File: src/rtl/uart_pkg.sv
// Shared constants and state encoding for the UART transmit path.
package uart_pkg;
   localparam int UART_BYTE_W = 8;
   localparam logic [UART_BYTE_W-1:0] ASCII_CR = 8'h0D;
   localparam logic [UART_BYTE_W-1:0] ASCII_LF = 8'h0A;

   typedef enum logic [2:0] {
      IDLE,
      TRIG,
      WAIT_HI,
      WAIT_LO,
      CRLF_SEL
   } feeder_state_t;
endpackage

File: src/rtl/uart_byte_fifo.sv
// Synchronous FIFO with occupancy count; read data is the current head entry.
module uart_byte_fifo #(
   parameter int WIDTH = 8,
   parameter int DEPTH = 16
) (
   input  logic                     clk_in,
   input  logic                     rst_in,
   input  logic                     push,
   input  logic                     pop,
   input  logic [WIDTH-1:0]         wr_data,
   output logic [WIDTH-1:0]         rd_data,
   output logic                     full,
   output logic                     empty,
   output logic [$clog2(DEPTH):0]   count
);
   localparam int AW = $clog2(DEPTH);

   logic [WIDTH-1:0] mem [DEPTH];
   logic [AW-1:0]    wr_ptr;
   logic [AW-1:0]    rd_ptr;
   logic             do_push;
   logic             do_pop;

   assign full    = (count == (AW+1)'(DEPTH));
   assign empty   = (count == '0);
   assign do_push = push && !full;
   assign do_pop  = pop && !empty;
   assign rd_data = mem[rd_ptr];

   always_ff @(posedge clk_in) begin
      if (rst_in) begin
         wr_ptr <= '0;
         rd_ptr <= '0;
         count  <= '0;
      end else begin
         if (do_push) wr_ptr <= wr_ptr + AW'(1);
         if (do_pop)  rd_ptr <= rd_ptr + AW'(1);
         case ({do_push, do_pop})
            2'b10:   count <= count + (AW+1)'(1);
            2'b01:   count <= count - (AW+1)'(1);
            default: count <= count;
         endcase
      end
   end

   // Storage is not reset; pointers and count alone define validity.
   always_ff @(posedge clk_in) begin
      if (do_push) mem[wr_ptr] <= wr_data;
   end
endmodule

File: src/rtl/uart_tx_feeder.sv
// Buffers a byte stream and sequences it into the UART TX trigger/busy handshake.
// Build option UART_TX_FEEDER_CRLF_EN appends CR LF after each byte tagged last.
//
// state    | meaning
// IDLE     | waiting for a queued byte and an idle transmitter
// TRIG     | trigger pulse is on the wire this cycle
// WAIT_HI  | waiting for busy to rise, bounded by a down-counter
// WAIT_LO  | transmitter busy, waiting for it to finish
// CRLF_SEL | selecting the next CR or LF byte to send
module uart_tx_feeder
   import uart_pkg::*;
#(
   parameter int DEPTH           = 16,
   parameter int WAIT_HI_TIMEOUT = 4
) (
   input  logic                     clk_in,
   input  logic                     rst_in,
   input  logic [7:0]               data_in,
   input  logic                     valid_in,
   input  logic                     last_in,
   output logic                     ready_out,
   input  logic                     tx_busy_in,
   output logic [7:0]               tx_data_out,
   output logic                     tx_trigger_out,
   output logic [$clog2(DEPTH):0]   fill_out,
   output logic                     idle_out
);
`ifdef UART_TX_FEEDER_CRLF_EN
   localparam int EW = UART_BYTE_W + 1;
`else
   localparam int EW = UART_BYTE_W;
`endif
   localparam int TW = $clog2(WAIT_HI_TIMEOUT + 1);

   feeder_state_t   state_q, state_d;
   logic [7:0]      data_q, data_d;
   logic            trig_q, trig_d;
   logic [TW-1:0]   tmr_q, tmr_d;
   logic            pop;
   logic            done;
   logic            full;
   logic            empty;
   logic [EW-1:0]   wr_entry;
   logic [EW-1:0]   head;

`ifdef UART_TX_FEEDER_CRLF_EN
   logic [1:0]      crlf_q, crlf_d;
   assign wr_entry = {last_in, data_in};
`else
   logic            unused_last;
   assign unused_last = last_in;
   assign wr_entry    = data_in;
`endif

   uart_byte_fifo #(.WIDTH(EW), .DEPTH(DEPTH)) u_fifo (
      .clk_in  (clk_in),
      .rst_in  (rst_in),
      .push    (valid_in),
      .pop     (pop),
      .wr_data (wr_entry),
      .rd_data (head),
      .full    (full),
      .empty   (empty),
      .count   (fill_out)
   );

   assign ready_out      = !full;
   assign tx_data_out    = data_q;
   assign tx_trigger_out = trig_q;
   assign idle_out       = empty && (state_q == IDLE) && !tx_busy_in;

   always_ff @(posedge clk_in) begin
      if (rst_in) begin
         state_q <= IDLE;
         data_q  <= '0;
         trig_q  <= 1'b0;
         tmr_q   <= '0;
`ifdef UART_TX_FEEDER_CRLF_EN
         crlf_q  <= '0;
`endif
      end else begin
         state_q <= state_d;
         data_q  <= data_d;
         trig_q  <= trig_d;
         tmr_q   <= tmr_d;
`ifdef UART_TX_FEEDER_CRLF_EN
         crlf_q  <= crlf_d;
`endif
      end
   end

   always_comb begin
      state_d = state_q;
      data_d  = data_q;
      trig_d  = 1'b0;
      tmr_d   = tmr_q;
      pop     = 1'b0;
      done    = 1'b0;
`ifdef UART_TX_FEEDER_CRLF_EN
      crlf_d  = crlf_q;
`endif
      case (state_q)
         IDLE: begin
            if (!empty && !tx_busy_in) begin
               pop     = 1'b1;
               data_d  = head[UART_BYTE_W-1:0];
               trig_d  = 1'b1;
               state_d = TRIG;
`ifdef UART_TX_FEEDER_CRLF_EN
               crlf_d  = head[EW-1] ? 2'd2 : 2'd0;
`endif
            end
         end
         TRIG: begin
            tmr_d   = TW'(WAIT_HI_TIMEOUT - 1);
            state_d = WAIT_HI;
         end
         WAIT_HI: begin
            if (tx_busy_in)          state_d = WAIT_LO;
            else if (tmr_q == '0)    done    = 1'b1;
            else                     tmr_d   = tmr_q - TW'(1);
         end
         WAIT_LO: begin
            if (!tx_busy_in) done = 1'b1;
         end
         CRLF_SEL: begin
`ifdef UART_TX_FEEDER_CRLF_EN
            if (!tx_busy_in) begin
               data_d  = (crlf_q == 2'd2) ? ASCII_CR : ASCII_LF;
               trig_d  = 1'b1;
               crlf_d  = crlf_q - 2'd1;
               state_d = TRIG;
            end
`else
            state_d = IDLE;
`endif
         end
         default: state_d = IDLE;
      endcase

      // A finished byte (busy fell or the rise timed out) may owe a CR/LF tail.
      if (done) begin
`ifdef UART_TX_FEEDER_CRLF_EN
         state_d = (crlf_q != 2'd0) ? CRLF_SEL : IDLE;
`else
         state_d = IDLE;
`endif
      end
   end
endmodule

File: config.mk
export PLATFORM = sky130hd
export DESIGN_NAME = uart_tx_feeder
export DESIGN_NICKNAME = d
export VERILOG_FILES = /design/src/rtl/uart_pkg.sv /design/src/rtl/uart_byte_fifo.sv /design/src/rtl/uart_tx_feeder.sv
export SDC_FILE = /design/constraint.sdc
export NUM_CORES = 1
export LEC_CHECK = 0
export CAP_MARGIN = 30
export CORE_UTILIZATION = 60
export CTS_BUF_LIST = sky130_fd_sc_hd__clkbuf_4 sky130_fd_sc_hd__clkbuf_8
export CTS_CLUSTER_DIAMETER = 30
export CTS_CLUSTER_SIZE = 28
export DETAILED_ROUTE_END_ITERATION = 12
export PLACE_DENSITY = 0.79
export SLEW_MARGIN = 0
export SYNTH_ARGS = -nofsm -noshare
export SYNTH_HDL_FRONTEND = slang
export SYNTH_SLANG_ARGS = --single-unit
File: constraint.sdc
create_clock -name clk_in -period 5.32 [get_ports clk_in]
set_input_delay 1.064 -clock clk_in [delete_from_list [all_inputs] [get_ports clk_in]]
set_output_delay 1.064 -clock clk_in [all_outputs]
set_load 0.1 [all_outputs]
==> results_dict.tcl <==
set metrics [dict create \
    rows 37 \
    fp.dieH_um 105.2 \
    ant_nets 0 \
    p_leak_nw 2.229 \
    fp.coreArea_um2 10320 \
    min_from "tx_data_out[6]" \
    slew_headroom_pct 31.12 \
    place.port_buffers 27 \
    cts_sinks 155 \
    drt-initial-drc-count 257 \
    hpwl_um 7902 \
    areaGrowthSynthToFinish_pct 11.21 \
    final_layout_size_suffix_gt1_share_pct 10.00 \
    ys_warn_count 0 \
    worst_pin_slew_ns 1.030 \
    pin_count 29 \
    vias_per_cell 5.946 \
    cap_violations 0 \
    synth-compound-area-share_pct 5.910 \
    route.detailed.drc 0 \
    worst_setup_path_start_kind "primary input" \
    synth_fa_ha_area_share_pct 3.249 \
    power_mw 3.255 \
    final-hold-violation-count 0 \
    cts_root_buf "clkbuf_8" \
    wl_um 12130 \
    post-cts-setup-buffer-count 0 \
    mostFrequentLayoutCell "edfxtp_1" \
    finalSetupViolations 0 \
    finalCritPeriodShare_pct 75.34 \
    grt_pass1_vias 3551 \
    final_cell_mix "edfxtp_1, mux2i_1, nor2_1, o22ai_1, clkdlybuf4s50_1" \
    worst-path-max-fanout 5 \
    synth_area_um2 6394 \
    cp.required_ns 4.26 \
    antenna_found_initial 0 \
    syn_avg_cell_area_um2 14.97 \
    register_area_um2 4388 \
    numCtsBuffers 17 \
    crit_arrival_ns 2.94 \
    ys_seq_area_share_pct 68.57 \
    p_comb_share_pct 29.9 \
    clockBufferDepth 2 \
    r2r-start "u_fifo.count[0]" \
    pwr_density_cell_nw_per_um2 457.7 \
    crit_start "tx_busy_in" \
    synth_top_family_by_area "multiplexers" \
    die_area_um2 11070 \
    seq_power_share_pct 45.4 \
    switching_share_pct 36.77 \
    switchingPower_mw 1.197 \
    insertion_delay_ns 0.44 \
    wl_per_cell_um 20.01 \
    peakVddDrop_mv 0.3478 \
    first_pass_iters 4 \
    drv_slew 0 \
    reg2reg_to "u_fifo.count[4]" \
    n_fill_cell 697 \
    rsz0062_at_grt "false" \
    syn_nets 456 \
    cts_tree "yes" \
    clkTransAtPathRegs_ns 0.08 \
    r2r_slack_ns 2.31 \
    pwr-share-clk_pct 24.7 \
    num_vias 3603 \
    cts.repair.resized 0 \
    gp_congestion 0.8153 \
    synthMuxAreaShare_pct 10.65 \
    worstRegToRegCells 11 \
    critical_path_class "primary input to output pin" \
    end_kind "output pin" \
    whs_ns 0.5045 \
    synth_xor_area_share_pct 1.096 \
    htree_levels 4 \
    grt-ovfl-total 0 \
    cts_hold_buf 0 \
    insertedDiodeCount 0 \
    crit_end "idle_out" \
    synth_cells 427 \
    internal_power_mw 2.058 \
    fp.dieW_um 105.2 \
    min_period_ns 4.008 \
    fin_util_pct 68.88 \
    grt_max_degree 43 \
    synth_simple_gate_area_share_pct 7.358 \
    track_usage_pct 23.60 \
    hp-class "flip-flop to flip-flop" \
    fmax_mhz 249.5 \
    start_util_pct 61.93 \
    nNetsFinal 486 \
    fin_setup_tns_ns 0 \
    multi_input_area_um2 1807 \
    ys_seq_elements 155 \
    final.setup_skew_ns 0.01454 \
    grt_pass1_wl_um 18850 \
    outcome "finished clean" \
    synth_cell_types 44 \
]
==> layer usage <==
metal / GRT usage, % / wire, µm
met1: 31.53 / 5123
met2: 37.22 / 5920
met3: 5.751 / 781
met4: 10.06 / 300
met5: 0 / 0
==> state kept, by name, indices dropped and copies added (netlist names) <==
register and flops:
u_fifo.mem 128, tx_data_out 8, u_fifo.count 5, u_fifo.rd_ptr 4
u_fifo.wr_ptr 4, tmr_q 3, state_q 2, tx_trigger_out 1
==> worst min path at each step <==
| stage | cells past startpoint | slack [ns] | endpoint |
|---|---|---|---|
| 2_1_floorplan | 1 | 0.44 | tmr_q[0] |
| 3_3_place_gp | 1 | 0.46 | tmr_q[0] |
| 3_5_place_dp | 1 | 0.50 | tmr_q[0] |
| 4_1_cts | 1 | 0.51 | tmr_q[0] |
| 5_1_grt | 1 | 0.53 | tmr_q[0] |
| 6_report | 2 | 0.50 | tx_data_out[6] |
==> kinds of logic after synthesis <==
| group | Yosys count |
|---|---|
| compound gates | 55 |
| xor+xnor | 8 |
| fa+ha+maj | 16 |
| buf+inv | 36 |
| flops | 155 |
| mux | 65 |
| simple gates | 92 |
==> metrics by stage <==
stage          setup WS [ns]  area (µm²)  std cells
2_1_floorplan          1.699        6394        427
3_3_place_gp           1.326        6706        571
3_5_place_dp           1.304        6746        574
4_1_cts                1.306        7111        606
5_1_grt                1.255        7111        606
6_report               1.312        7111        606
==> layout make-up <==
| cell class | instances | area share [%] |
|---|---|---|
| clock inverters | 14 | 1.724 |
| clock buffers | 18 | 3.396 |
| flip-flops and latches | 155 | 61.71 |
| multi-input cells | 236 | 25.41 |
| inverters | 15 | 0.7918 |
| well taps | 136 | 2.393 |
| repair buffers | 32 | 4.575 |
==> worst max-delay path: stages <==
cell and delay (ns):
clkdlybuf4s50_1 0.48, nand2b_1 0.18, nor2_1 0.08, clkdlybuf4s50_1 1.13
==> synthesized netlist by cell type, drive strengths merged <==
master / count / area, µm²
dfxtp: 27 / 540.5
nand4: 2 / 12.51
o21bai: 1 / 7.510
o21ai: 2 / 10.00
mux2: 1 / 11.26
a21oi: 8 / 40.04
mux2i: 62 / 620.6
nor3: 10 / 55.05
xor2: 5 / 43.79
nor3b: 1 / 7.510
clkbuf: 5 / 18.77
a21o: 2 / 15.01
a221oi: 1 / 8.760
inv: 15 / 56.30
xnor2: 3 / 26.28
edfxtp: 128 / 3844
a21boi: 1 / 11.26
nor4: 8 / 65.06
nand3: 3 / 20.02
or3b: 3 / 26.28
or3: 2 / 12.51
nand3b: 4 / 30.03
a211oi: 10 / 85.08
o22ai: 30 / 200.2
mux4: 2 / 48.80
nor2b: 3 / 18.77
nor2: 40 / 150.1
nand2b: 4 / 25.02
ha: 15 / 187.7
buf: 16 / 127.6
nand2: 12 / 47.55
fa: 1 / 20.02
==> power by group through the flow <==
| stage | combinational [mW] | sequential [mW] | clock, mW |
|---|---|---|---|
| after floorplan | 0.456 | 1.81 | 0 |
| after global placement | 0.944 | 1.50 | 0 |
| after global routing | 1.03 | 1.49 | 0.871 |
| after CTS | 0.974 | 1.48 | 0.815 |
| final | 0.973 | 1.48 | 0.805 |
| after detailed placement | 0.970 | 1.50 | 0 |
(Power assumes the default switching activity.)
